==> config.mk <==
export PLATFORM = sky130hd
export DESIGN_NAME = fb_conditioner
export DESIGN_NICKNAME = d
export VERILOG_FILES = /design/src/rtl/fb_cond_pkg.sv /design/src/rtl/fb_deglitch.sv /design/src/rtl/fb_conditioner.sv
export SDC_FILE = /design/constraint.sdc
export NUM_CORES = 1
export LEC_CHECK = 0
export BUFFER_PORTS_ARGS = -buffer_cell sky130_fd_sc_hd__buf_4
export CORE_UTILIZATION = 60
export CTS_CLUSTER_DIAMETER = 100
export CTS_CLUSTER_SIZE = 20
export DETAILED_ROUTE_END_ITERATION = 10
export GPL_TIMING_DRIVEN = 0
export PLACE_DENSITY = 0.93
export SYNTH_ARGS = -nofsm -noshare
export SYNTH_HDL_FRONTEND = slang
export SYNTH_SLANG_ARGS = --single-unit
export TNS_END_PERCENT = 5
==> constraint.sdc <==
create_clock -name clk -period 15.05 [get_ports clk]
set_clock_uncertainty 0.2 [all_clocks]
set_input_delay 3.01 -clock clk [delete_from_list [all_inputs] [get_ports clk]]
set_output_delay 3.01 -clock clk [all_outputs]
set_load 0.01 [all_outputs]
==> src/rtl/fb_cond_pkg.sv <==
// Shared constants for the PLL feedback conditioner.
// The LOS timeout is derived from the lowest feedback frequency the PLL must track.
package fb_cond_pkg;

  localparam int CLK_HZ       = 50_000_000;
  localparam int FREQ_MIN_HZ  = 50_000;

  // Two nominal periods of the slowest legal feedback, in clk cycles.
  function automatic int los_cycles_for(input int freq_min_hz);
    return (2 * CLK_HZ) / freq_min_hz;
  endfunction

  localparam int SYNC_STAGES_DEF   = 2;
  localparam int GLITCH_CYCLES_DEF = 8;
  localparam int PERIOD_W_DEF      = 16;
  localparam int LOS_CYCLES_DEF    = los_cycles_for(FREQ_MIN_HZ);
  localparam int AVG_SHIFT_DEF     = 2;

endpackage

==> src/rtl/fb_deglitch.sv <==
// Synchronizer plus level-persistence filter for the raw feedback pin.
// fb follows the synchronized input only after it has held a new level GLITCH_CYCLES cycles.
module fb_deglitch
  import fb_cond_pkg::*;
#(
  parameter int SYNC_STAGES   = SYNC_STAGES_DEF,
  parameter int GLITCH_CYCLES = GLITCH_CYCLES_DEF
) (
  input  logic clk,
  input  logic rst_n,
  input  logic fb_u,
  output logic fb,
  output logic fb_rise,
  output logic fb_fall
);

  localparam int CNT_W = (GLITCH_CYCLES > 1) ? $clog2(GLITCH_CYCLES) : 1;
  localparam logic [CNT_W-1:0] CNT_LAST = CNT_W'(GLITCH_CYCLES - 1);

  logic [SYNC_STAGES-1:0] sync_reg;
  logic                   fb_s;
  logic [CNT_W-1:0]       cnt_reg;
  logic                   fb_reg;
  logic                   rise_reg;
  logic                   fall_reg;

  always_ff @(posedge clk or negedge rst_n) begin
    if (!rst_n) begin
      sync_reg <= '0;
    end else begin
      sync_reg <= {sync_reg[SYNC_STAGES-2:0], fb_u};
    end
  end

  assign fb_s = sync_reg[SYNC_STAGES-1];

  // Strobes are registered alongside fb so they coincide with its first new-value cycle.
  always_ff @(posedge clk or negedge rst_n) begin
    if (!rst_n) begin
      cnt_reg  <= '0;
      fb_reg   <= 1'b0;
      rise_reg <= 1'b0;
      fall_reg <= 1'b0;
    end else if (fb_s == fb_reg) begin
      cnt_reg  <= '0;
      rise_reg <= 1'b0;
      fall_reg <= 1'b0;
    end else if (cnt_reg == CNT_LAST) begin
      cnt_reg  <= '0;
      fb_reg   <= fb_s;
      rise_reg <= fb_s;
      fall_reg <= ~fb_s;
    end else begin
      cnt_reg  <= cnt_reg + 1'b1;
      rise_reg <= 1'b0;
      fall_reg <= 1'b0;
    end
  end

  assign fb      = fb_reg;
  assign fb_rise = rise_reg;
  assign fb_fall = fall_reg;

endmodule

==> src/rtl/fb_conditioner.sv <==
// Feedback conditioner: deglitched level and strobes, rise-to-rise period,
// exponentially smoothed period and loss-of-signal detection.
module fb_conditioner
  import fb_cond_pkg::*;
#(
  parameter int SYNC_STAGES   = SYNC_STAGES_DEF,
  parameter int GLITCH_CYCLES = GLITCH_CYCLES_DEF,
  parameter int PERIOD_W      = PERIOD_W_DEF,
  parameter int LOS_CYCLES    = LOS_CYCLES_DEF,
  parameter int AVG_SHIFT     = AVG_SHIFT_DEF
) (
  input  logic                clk,
  input  logic                rst_n,
  input  logic                fb_u,
  output logic                fb,
  output logic                fb_rise,
  output logic                fb_fall,
  output logic [PERIOD_W-1:0] period,
  output logic [PERIOD_W-1:0] period_avg,
  output logic                period_valid,
  output logic                los
);

  localparam logic [PERIOD_W-1:0] CTR_MAX  = '1;
  localparam logic [PERIOD_W-1:0] LOS_LAST = PERIOD_W'(LOS_CYCLES - 1);

  logic [PERIOD_W-1:0] ctr_reg;
  logic [PERIOD_W-1:0] period_reg;
  logic [PERIOD_W-1:0] avg_reg;
  logic                valid_reg;
  logic                los_reg;
  logic                armed_reg;
  logic                avg_loaded_reg;

  logic [PERIOD_W-1:0]      period_next;
  logic signed [PERIOD_W:0] avg_diff;
  logic signed [PERIOD_W:0] avg_step;
  logic signed [PERIOD_W:0] avg_sum;
  logic [PERIOD_W-1:0]      avg_next;
  logic                     capture;

  fb_deglitch #(
    .SYNC_STAGES   (SYNC_STAGES),
    .GLITCH_CYCLES (GLITCH_CYCLES)
  ) u_deglitch (
    .clk     (clk),
    .rst_n   (rst_n),
    .fb_u    (fb_u),
    .fb      (fb),
    .fb_rise (fb_rise),
    .fb_fall (fb_fall)
  );

  // The sum always lies between the old average and the new sample, so it fits PERIOD_W bits.
  always_comb begin
    period_next = (ctr_reg == CTR_MAX) ? CTR_MAX : ctr_reg + 1'b1;
    avg_diff    = $signed({1'b0, period_next}) - $signed({1'b0, avg_reg});
    avg_step    = avg_diff >>> AVG_SHIFT;
    avg_sum     = $signed({1'b0, avg_reg}) + avg_step;
    avg_next    = avg_sum[PERIOD_W-1:0];
    capture     = fb_rise & armed_reg & ~los_reg;
  end

  always_ff @(posedge clk or negedge rst_n) begin
    if (!rst_n) begin
      ctr_reg <= '0;
    end else if (fb_rise) begin
      ctr_reg <= '0;
    end else if (ctr_reg != CTR_MAX) begin
      ctr_reg <= ctr_reg + 1'b1;
    end
  end

  // A rise in the LOS threshold cycle takes priority over declaring loss of signal.
  always_ff @(posedge clk or negedge rst_n) begin
    if (!rst_n) begin
      period_reg     <= '0;
      avg_reg        <= '0;
      valid_reg      <= 1'b0;
      los_reg        <= 1'b1;
      armed_reg      <= 1'b0;
      avg_loaded_reg <= 1'b0;
    end else begin
      valid_reg <= capture;
      if (fb_rise) begin
        los_reg <= 1'b0;
        if (capture) begin
          period_reg     <= period_next;
          avg_reg        <= avg_loaded_reg ? avg_next : period_next;
          avg_loaded_reg <= 1'b1;
        end else begin
          armed_reg      <= 1'b1;
          avg_loaded_reg <= 1'b0;
        end
      end else if (ctr_reg == LOS_LAST) begin
        los_reg   <= 1'b1;
        armed_reg <= 1'b0;
      end
    end
  end

  assign period       = period_reg;
  assign period_avg   = avg_reg;
  assign period_valid = valid_reg;
  assign los          = los_reg;

endmodule

Word level (Yosys, flattened, before mapping):

Index checks and enable logic that the tools add are counted.

* register bits: 60
* output and inout port bits: 37
* word-level logic and storage cells: 48

* muxes and demuxes: 16
* eq/ne operators: 6
* bitwise operators: 5
* add/sub/neg operators: 4
* reduce and logical (&&, ||, !) cells: 5

Operators by type and width (number)
* $mux W16: 4
* $sub A16 B16 Y17: 1
* $add A16 B1 Y16 const B: 1
* $add A16 B15 Y16: 1
* $eq A16 B11 Y1 const B: 1
* $eq A16 B16 Y1 const B: 1
* $ne A16 B16 Y1 const B: 1
* $mux W1: 10
* $mux W3: 2
* $reduce_and A2 Y1: 3
* $reduce_bool A2 Y1: 2
* $add A3 B1 Y3 const B: 1
* $eq A3 B3 Y1 const B: 1
* $not A1 Y1: 3
* $and A1 B1 Y1: 2
* $ne A2 B2 Y1 const B: 1
* $eq A1 B1 Y1: 1

Depth between registers and ports, before layout:

Gate-level depths: netlist of the first run.

* depth in word-level cells: 5
* mapped depth: 24
* mapped depth without buffers: 24

Modules after synthesis:

Synthesis of the first run repeated with hierarchy kept, for this count alone.

* cells, all modules: 458
* area total of the unflattened synthesis: 3995.1 um^2

Modules (own cells, without submodules)
* fb_conditioner: cells each 439, times used 1, area each 3709.8 um^2, seq. area each 1302.5 um^2
* fb_deglitch: cells each 19, times used 1, area each 285.3 um^2, seq. area each 200.2 um^2

Worst setup path before layout of the first run:

No wires, ideal clock.

* path kind: register to register
* start point: reg ctr_reg[0]
* end point: reg avg_reg[15], in the netlist period_avg[15]
* slack: 9.930 ns
* stages on the path, launching flop included: 24
* setup time: 0.087 ns
* clock period less this slack: 5.120 ns
* arrival time: 4.833 ns
* cell sequence: dfrtp_1 -> ha_1 -> nand3_1 -> nor4_1 -> nor2_1 -> inv_1 -> ha_1 -> o21a_1 -> o21ai_0 -> a21oi_4 -> o221a_4 -> o41a_4 -> a211o_1 -> and2_1 -> ha_1 -> and2_1 -> nor2_1 -> o31a_1 -> o211ai_1 -> a31o_2 -> a21oi_1 -> xnor2_2 -> nand4_1 -> o211ai_1

* word-level cells in the longest chain between the ends: 5

Ends and longest elaborated chain
* start: declaration: line fb_conditioner.sv:27 `logic [PERIOD_W-1:0] ctr_reg;`
* start signal: assignment: line fb_conditioner.sv:70 `ctr_reg <= ctr_reg + 1'b1;`
* $add A16 B1 Y16 / $eq A16 B16 Y1 (equally long branches): line fb_conditioner.sv:56 `period_next = (ctr_reg == CTR_MAX) ? CTR_MAX : ctr_reg + 1'b1;`
* $mux W16 *: line fb_conditioner.sv:56
* via period_next[2]: line fb_conditioner.sv:35 `logic [PERIOD_W-1:0] period_next;`
* $sub A16 B16 Y17 *: line fb_conditioner.sv:57 `avg_diff = $signed({1'b0, period_next}) - $signed({1'b0, avg_reg});`
* $add A16 B15 Y16 *: line fb_conditioner.sv:59 `avg_sum = $signed({1'b0, avg_reg}) + avg_step;`
* $mux W16 *: line fb_conditioner.sv:89 `avg_reg <= avg_loaded_reg ? avg_next : period_next;`
* end signal: assignment: line fb_conditioner.sv:89
* end: declaration: line fb_conditioner.sv:29 `logic [PERIOD_W-1:0] avg_reg;`

Mark *: on every way through the listed nets, which the timed path passes. The rest lies on a longest branch.
A chain may end at the register's enable or synchronous reset.

Worst setup path after layout of the first run:

Ends and elaborated chain as after synthesis.

==> results of run 1 <==
[logic make-up (layout without fill, tap and decap cells)]
family / Yosys count / in the layout / share of synthesized area (%)
XOR/XNOR: 33 / 33 / 7.715
AO/OA/AOI/OAI: 102 / 102 / 16.67
flip-flops: 60 / 60 / 39.10
adder cells (fa/ha/maj): 36 / 36 / 11.91
AND/OR/NAND/NOR: 157 / 157 / 18.75
multiplexers: 2 / 2 / 0.5209
buffers and inverters: 54 / 109 / 5.338
[power by group through the flow]
stage,Combinational (mW),Sequential [mW],Clock (mW)
after floorplan,0.404,0.195,0
after global placement,0.470,0.196,0
after detailed placement,0.499,0.198,0
after CTS,0.516,0.195,0.149
after global routing,0.574,0.199,0.156
final,0.526,0.196,0.149
[Yosys cell counts, types with 2 or more instances]
cell	instances	share of area [%]
xor2_1	13	3.0
dfrtp_1	59	38
buf_2	2	0.26
ha_1	35	11
a211oi_1	5	0.98
o21bai_1	4	0.78
a21oi_1	28	3.6
nor2_1	62	6.1
or3_1	5	0.81
or2_2	2	0.33
clkbuf_1	9	0.88
nor3b_1	3	0.59
o21a_1	3	0.59
nand4_1	7	1.1
and2_1	6	0.98
nand3_1	11	1.4
inv_1	42	4.1
nand4_2	2	0.65
a21o_1	3	0.59
nor4_1	3	0.49
nand2_1	41	4.0
o211ai_1	3	0.59
mux2i_1	2	0.52
nor2b_1	4	0.65
o21ai_0	42	5.5
xnor2_1	19	4.3
nor3_1	7	0.91
a21oi_2	2	0.46
[stage by stage]
step | util (%) | instances
after floorplan | - | 444
after global placement | 69.80 | 558
after detailed placement | 69.80 | 558
after CTS | 73.12 | 574
after global routing | 73.12 | 574
final | 73.12 | 574
[layout by cell type (no fill, tap or decap), types with 9 or more instances in the layout]
cell type | synthesis | routed
clkbuf_1 | 9 | 9
clkbuf_8 | 0 | 10
inv_1 | 42 | 42
dfrtp_1 | 59 | 59
nand2_1 | 41 | 41
nor2_1 | 62 | 62
a21oi_1 | 28 | 28
xor2_1 | 13 | 13
o21ai_0 | 42 | 42
nand3_1 | 11 | 11
buf_4 | 0 | 39
xnor2_1 | 19 | 19
ha_1 | 35 | 35
[worst min-delay path by stage]
stage | startpoint | endpoint | slack [ns] | cells after the start
2_1_floorplan | u_deglitch.sync_reg[0]$_DFF_PN0_ | u_deglitch.sync_reg[1]$_DFF_PN0_ | 0.13 | 0
3_3_place_gp | u_deglitch.sync_reg[0]$_DFF_PN0_ | u_deglitch.sync_reg[1]$_DFF_PN0_ | 0.13 | 0
3_5_place_dp | u_deglitch.sync_reg[0]$_DFF_PN0_ | u_deglitch.sync_reg[1]$_DFF_PN0_ | 0.15 | 0
4_1_cts | u_deglitch.sync_reg[0]$_DFF_PN0_ | u_deglitch.sync_reg[1]$_DFF_PN0_ | 0.16 | 0
5_1_grt | u_deglitch.sync_reg[0]$_DFF_PN0_ | u_deglitch.sync_reg[1]$_DFF_PN0_ | 0.17 | 0
6_report | u_deglitch.sync_reg[0]$_DFF_PN0_ | u_deglitch.sync_reg[1]$_DFF_PN0_ | 0.16 | 0
[per-layer routing]
layer | up-vias | GRT usage [%] | share of wire (%)
li1 | 1615 | - | -
met1 | 1669 | 39.01 | 39
met2 | 187 | 55.12 | 49
met3 | 40 | 7.000 | 7.6
met4 | 0 | 16.14 | 3.7
met5 | - | 0 | 0
[cell type report]
class | count | area share (%)
Inverter | 42 | 3.557
Clock buffer | 10 | 3.106
Multi-Input combinational cell | 330 | 48.19
Tap cell | 75 | 2.117
Clock inverter | 6 | 1.440
Timing Repair Buffer | 39 | 6.606
Sequential cell | 60 | 33.91
Buffer | 12 | 1.073
==> run summary, run 1 <==
Status: completed
WHS: 0.1625 ns
Number of fillers in the final layout: 422
Post-DP HPWL: 6.794 mm
Post-CTS sizing: 0
DR pass1 iterations: 5
Most used cell, CP: ha_1
Pwr Density: 196.5 mW/mm^2
Layout cells sized above 1: 14.03%
Mapped Area: 0.003844 mm^2
Syn-to-layout area delta: 15.30%
Worst-Skew Late Latency: 0.34 ns
CTS tree: built
Flip-flop and latch area: 0.001503 mm^2
Die area: 0.006731 mm^2
Mapped Cells: 444
Worst path max stage delay: 0.82 ns
CP startpoint kind: flip-flop
Global-route wire length before repair: 16.15 mm
Max Root-Sink Buffers: 2
Setup tns final: 0 ns
Critical Path AT: 6.23 ns
Slowest stage cell, crit path: nor4_1
Fin. Hold Viols: 0
Fraction of power spent switching nets: 44.27%
RSZ-0062 raised after global routing: no
Diodes inserted: 0
CP endpoint: period_avg[15]$_DFFE_PN0P_
Logic pwr share: 60.4%
Routed wire per std cell: 17.24 um
Num CTS Buffers: 9
Post-CTS Hold Buffers: 0
Starting Density: 63.42%
Postcts setup bufs: 0
Vias: 3511
Post-synthesis cell type count: 48
Synth warnings: 0
Register area share after synthesis: 39.10%
Total GRT Usage: 32.59%
Chip Width: 82.04 um
Worst Max-Slew Pin Slew: 0.8931 ns
Tmin final: 6.175 ns
Main synth FF type: dfrtp_1
Final Setup Violations: 0
Chip height: 82.04 um
Min-Delay Path Class: reg2reg
Nets: 533
Largest net degree at the start of global routing: 61
PortBufs: 39
R2R setup slack: 8.87 ns
Worst r2r src: ctr_reg[0]$_DFFE_PN0P_
CP Capture Type: flip-flop
Vias per cell: 6.117
Required time of the critical path: 15.11 ns
Pre-CTS setup slack: 9.163 ns
Placed Area: 0.004230 mm^2
Switching power: 0.3855 mW
Clock power share: 17.1%
Maxcap violations: 0
Initial antenna violation count: 0
Relative slew slack: 39.91%
Maximum clock rate: 161.9 MHz
Grt ovf: 0
# H-tree levels: 3
Post-route ant nets: 0
Synth Register Bits: 60
Top-Level Pins: 40
Final wirelength: 9.896 mm
Core ar.: 0.006061 mm^2
Reg power frac: 22.5%
Crit. Startpoint: ctr_reg[0]$_DFFE_PN0P_
Vias in the first global route: 3441
Fin. max-slew vios: 0
Asr flop ratio synth: 100.0%
Cell Chain, Critical Path: ha_1 -> nand3_1 -> nor4_1 -> nor2_1 -> inv_1 -> ha_1 -> o21a_1 -> o21ai_0 -> a21oi_4 -> o221a_4 -> a21oi_1 -> o21bai_1 -> xor2_1 -> ha_1 -> or2_2 -> nor4_1 -> o31a_1 -> o211ai_1 -> a31o_2 -> a21oi_1 -> xnor2_2 -> nand4_1 -> o211ai_1
Syn_nets: 483
Crit path depth: 23
Pint: 0.4853 mW
P_leak: 2.202 nW
Worst r2r dst: period_avg[15]$_DFFE_PN0P_
Synth Area per Inst: 8.657 um^2
DRC: 0
First DRT Iteration DRCs: 264
PnR Total Power: 0.8708 mW
WP buf/inv: 1
Cell family with most CP delay: compound AO/OA/AOI/OAI gates
Global placement routability congestion: 0.8914
Max VDD drop: 0.1313 mV
R2R depth: 23
Footprint of the multi-input gates: 0.002136 mm^2
Tcrit/Tclk final: 41.03%
Worst Setup Slack, final: 8.875 ns
Num Clock Sinks: 60
Post-synth EDFFs: 0
Design Area, Final: 0.004432 mm^2
Site row count: 28
Worst Setup Path Type: reg2reg
Root Driver: clkbuf_8
Critical path peak fanout: 5
CTS clk-pin slew, worst paths: 0.07 ns
No activity file was read; power rests on OpenSTA's default activity.
==> run 2, diff against run 1 <==
--- a/config.mk
+++ b/config.mk
@@ -5,13 +5,14 @@
 export SDC_FILE = /design/constraint.sdc
 export NUM_CORES = 1
 export LEC_CHECK = 0
+export ABC_AREA = 1
 export BUFFER_PORTS_ARGS = -buffer_cell sky130_fd_sc_hd__buf_4
-export CORE_UTILIZATION = 60
+export CORE_UTILIZATION = 54
 export CTS_CLUSTER_DIAMETER = 100
 export CTS_CLUSTER_SIZE = 20
 export DETAILED_ROUTE_END_ITERATION = 10
 export GPL_TIMING_DRIVEN = 0
-export PLACE_DENSITY = 0.93
+export PLACE_DENSITY = 0.89
 export SYNTH_ARGS = -nofsm -noshare
 export SYNTH_HDL_FRONTEND = slang
 export SYNTH_SLANG_ARGS = --single-unit
==> constraint.sdc (replaced) <==
create_clock -name clk -period 5.58 [get_ports clk]
set_clock_uncertainty 0.2 [all_clocks]
set_input_delay 1.116 -clock clk [delete_from_list [all_inputs] [get_ports clk]]
set_output_delay 1.116 -clock clk [all_outputs]
set_load 0.01 [all_outputs]
==> run 2 against run 1 <==
Sequential share of layout area shrank 2.2 points. Worst hold slack worse by 0.0063 ns. Sequential power grew to 2.6 times the previous value. Clock-buffer cell count unchanged. Worst setup slack got worse by 8.1 ns. Sequential cell count did not move. Critical path depth up 1. Critical path type unchanged.
==> run summary, run 2 <==
Status: completed
Post-DP HPWL: 7.894 mm
Clock power share: 18.5%
Top-Level Pins: 40
Crit. Startpoint: ctr_reg[0]$_DFFE_PN0P_
Final Setup Violations: 0
Most frequent cell after synthesis: nand2_1
Maxcap violations: 0
Layout cells sized above 1: 16.70%
Max Root-Sink Buffers: 2
Mapped Cells: 521
Postcts setup bufs: 0
Pint: 1.105 mW
Synth Area in Adders: 11.06%
CTS tree: built
Vias in the first global route: 3735
DRC: 0
Num Clock Sinks: 60
Initial antenna violation count: 0
Post-synthesis cell type count: 43
Total GRT Usage: 28.61%
Post-route ant nets: 0
Largest family of logic cells by synthesized area: simple AND/OR/NAND/NOR gates
Most common cell after layout, fill and taps aside: nand2_1
Vias per cell: 5.626
Synth Area per Inst: 7.949 um^2
Yosys top cell by area: dfrtp_1
CP Capture Type: flip-flop
Synth top area share: 35.65%
First DRT Iteration DRCs: 229
Core ar.: 0.007331 mm^2
Pre-CTS setup slack: 0.8303 ns
Placed Cells: 659
Final wirelength: 10.41 mm
Post-CTS sizing: 0
Asr flop ratio synth: 100.0%
Dominant cells by area after synthesis: dfrtp_1, ha_1, nand2_1
Chip Width: 89.58 um
Worst-Skew Late Latency: 0.35 ns
Nets: 610
Largest net degree at the start of global routing: 61
Tcrit/Tclk final: 86.98%
Routed wire per std cell: 15.44 um
Num CTS Buffers: 9
CP startpoint kind: flip-flop
Number of fillers in the final layout: 631
Relative slew slack: 49.22%
Critical Path AT: 4.87 ns
Vias: 3792
Die area: 0.008024 mm^2
Global placement routability congestion: 0.9142
Syn-to-layout area delta: 14.44%
CTS clk-pin slew, worst paths: 0.07 ns
Global-route wire length before repair: 16.92 mm
Design Area, Final: 0.004740 mm^2
Post-CTS Hold Buffers: 0
Min-Delay Path Depth: 0
Post-synth EDFFs: 0
Layout Utilization: 64.65%
Reg power frac: 24.8%
Required time of the critical path: 5.59 ns
Starting Density: 56.49%
CP endpoint: period_avg[14]$_DFFE_PN0P_
Site row count: 31
Min-Delay Path Class: reg2reg
Synth Area in Compound Gates: 16.07%
Max VDD drop: 0.2895 mV
RSZ-0062 raised after global routing: no
Root Driver: clkbuf_8
Pwr Density: 429.8 mW/mm^2
PortBufs: 39
Mapped Area: 0.004141 mm^2
Setup tns final: 0 ns
Simple-gate area share of the yosys netlist: 21.48%
Critical path peak fanout: 8
Grt ovf: 0
R2R depth: 24
Commonest non-fill, non-tap cells in the layout: nand2_1, inv_1, dfrtp_1
Fin. Hold Viols: 0
Worst Setup Path Type: reg2reg
Main synth FF type: dfrtp_1
Placed Area: 0.004558 mm^2
Worst r2r src: ctr_reg[0]$_DFFE_PN0P_
# H-tree levels: 3
Logic pwr share: 56.7%
Worst r2r dst: period_avg[14]$_DFFE_PN0P_
Fin. max-slew vios: 0
P_leak: 2.477 nW
PnR Total Power: 2.037 mW
Worst Setup Slack, final: 0.7266 ns
Fraction of power spent switching nets: 45.76%
DR pass1 iterations: 5
Layout Cells excl Fill: 674
Register area share after synthesis: 36.28%
Synth top cells by count: nand2_1, inv_1, dfrtp_1, o21ai_0
Maximum clock rate: 206.0 MHz
WHS: 0.1563 ns
Synth Register Bits: 60
XOR/XNOR Fraction of Synth Area: 6.979%
Chip height: 89.58 um
Worst Max-Slew Pin Slew: 0.7616 ns
Tmin final: 4.853 ns
Switching power: 0.9321 mW
Syn_nets: 560
Mux contribution to synthesized area: 0%
Diodes inserted: 0
R2R setup slack: 0.73 ns
Synth warnings: 0
==> run 2: final cells by class <==
| class | instances | area, um^2 | area share [%] |
|---|---|---|---|
| multi-input cells | 375 | 2302 | 48.57 |
| flip-flops and latches | 60 | 1503 | 31.71 |
| repair buffers | 39 | 292.8 | 6.177 |
| inverters | 74 | 277.8 | 5.861 |
| clock buffers | 10 | 127.6 | 2.693 |
| well taps | 99 | 123.9 | 2.614 |
| plain buffers | 12 | 58.81 | 1.241 |
| clock inverters | 5 | 53.80 | 1.135 |
==> run 2: power groups by stage <==
stage,Combinational (mW),Sequential [mW],Clock (mW)
2_1_floorplan,0.901,0.508,0
3_3_place_gp,1.07,0.509,0
3_5_place_dp,1.12,0.513,0
4_1_cts,1.14,0.504,0.382
5_1_grt,1.29,0.509,0.398
6_report,1.15,0.505,0.377
==> run 2: worst min path at each step <==
| stage | start | endpoint |
|---|---|---|
| after floorplan | u_deglitch.sync_reg[0]$_DFF_PN0_ | u_deglitch.sync_reg[1]$_DFF_PN0_ |
| after CTS | u_deglitch.sync_reg[0]$_DFF_PN0_ | u_deglitch.sync_reg[1]$_DFF_PN0_ |
| after detailed placement | u_deglitch.sync_reg[0]$_DFF_PN0_ | u_deglitch.sync_reg[1]$_DFF_PN0_ |
| after global routing | u_deglitch.sync_reg[0]$_DFF_PN0_ | u_deglitch.sync_reg[1]$_DFF_PN0_ |
| final | u_deglitch.sync_reg[0]$_DFF_PN0_ | u_deglitch.sync_reg[1]$_DFF_PN0_ |
| after global placement | u_deglitch.sync_reg[0]$_DFF_PN0_ | u_deglitch.sync_reg[1]$_DFF_PN0_ |
==> run 2: kinds of logic after synthesis <==
kind of cell / after synthesis
AOI/OAI and AO/OA: 121
xor gates and xnor gates: 33
adders and majority gates: 36
buffers and inverters: 86
DFF: 60
and+or+nand+nor: 185
==> run 2: per-layer routing <==
| metal | track usage (%) | routed length (um) | up-vias |
|---|---|---|---|
| met3 | 5.302 | 593 | 41 |
| met2 | 45.45 | 4868 | 147 |
| met4 | 17.46 | 463 | 0 |
| met5 | 0 | 0 | - |
| met1 | 36.31 | 4480 | 1783 |
| li1 | - | - | 1821 |
==> run 2: worst max-delay path: stages, from the launching register on <==
cell	delay, ns
dfrtp_1	0.45
ha_1	0.27
nand3_2	0.14
nor2_4	0.07
nand2_4	0.10
inv_1	0.15
nor2_1	0.39
inv_1	0.09
ha_1	0.36
nand2_1	0.08
nor2_1	0.15
nand3_1	0.09
o2111ai_1	0.13
nand3_1	0.11
nand2_1	0.17
a31oi_1	0.13
xor2_1	0.16
ha_1	0.35
nand2_1	0.08
nor3_1	0.30
o211ai_1	0.23
nand3_1	0.14
nand2_1	0.05
o221ai_1	0.17
o21ai_1	0.10
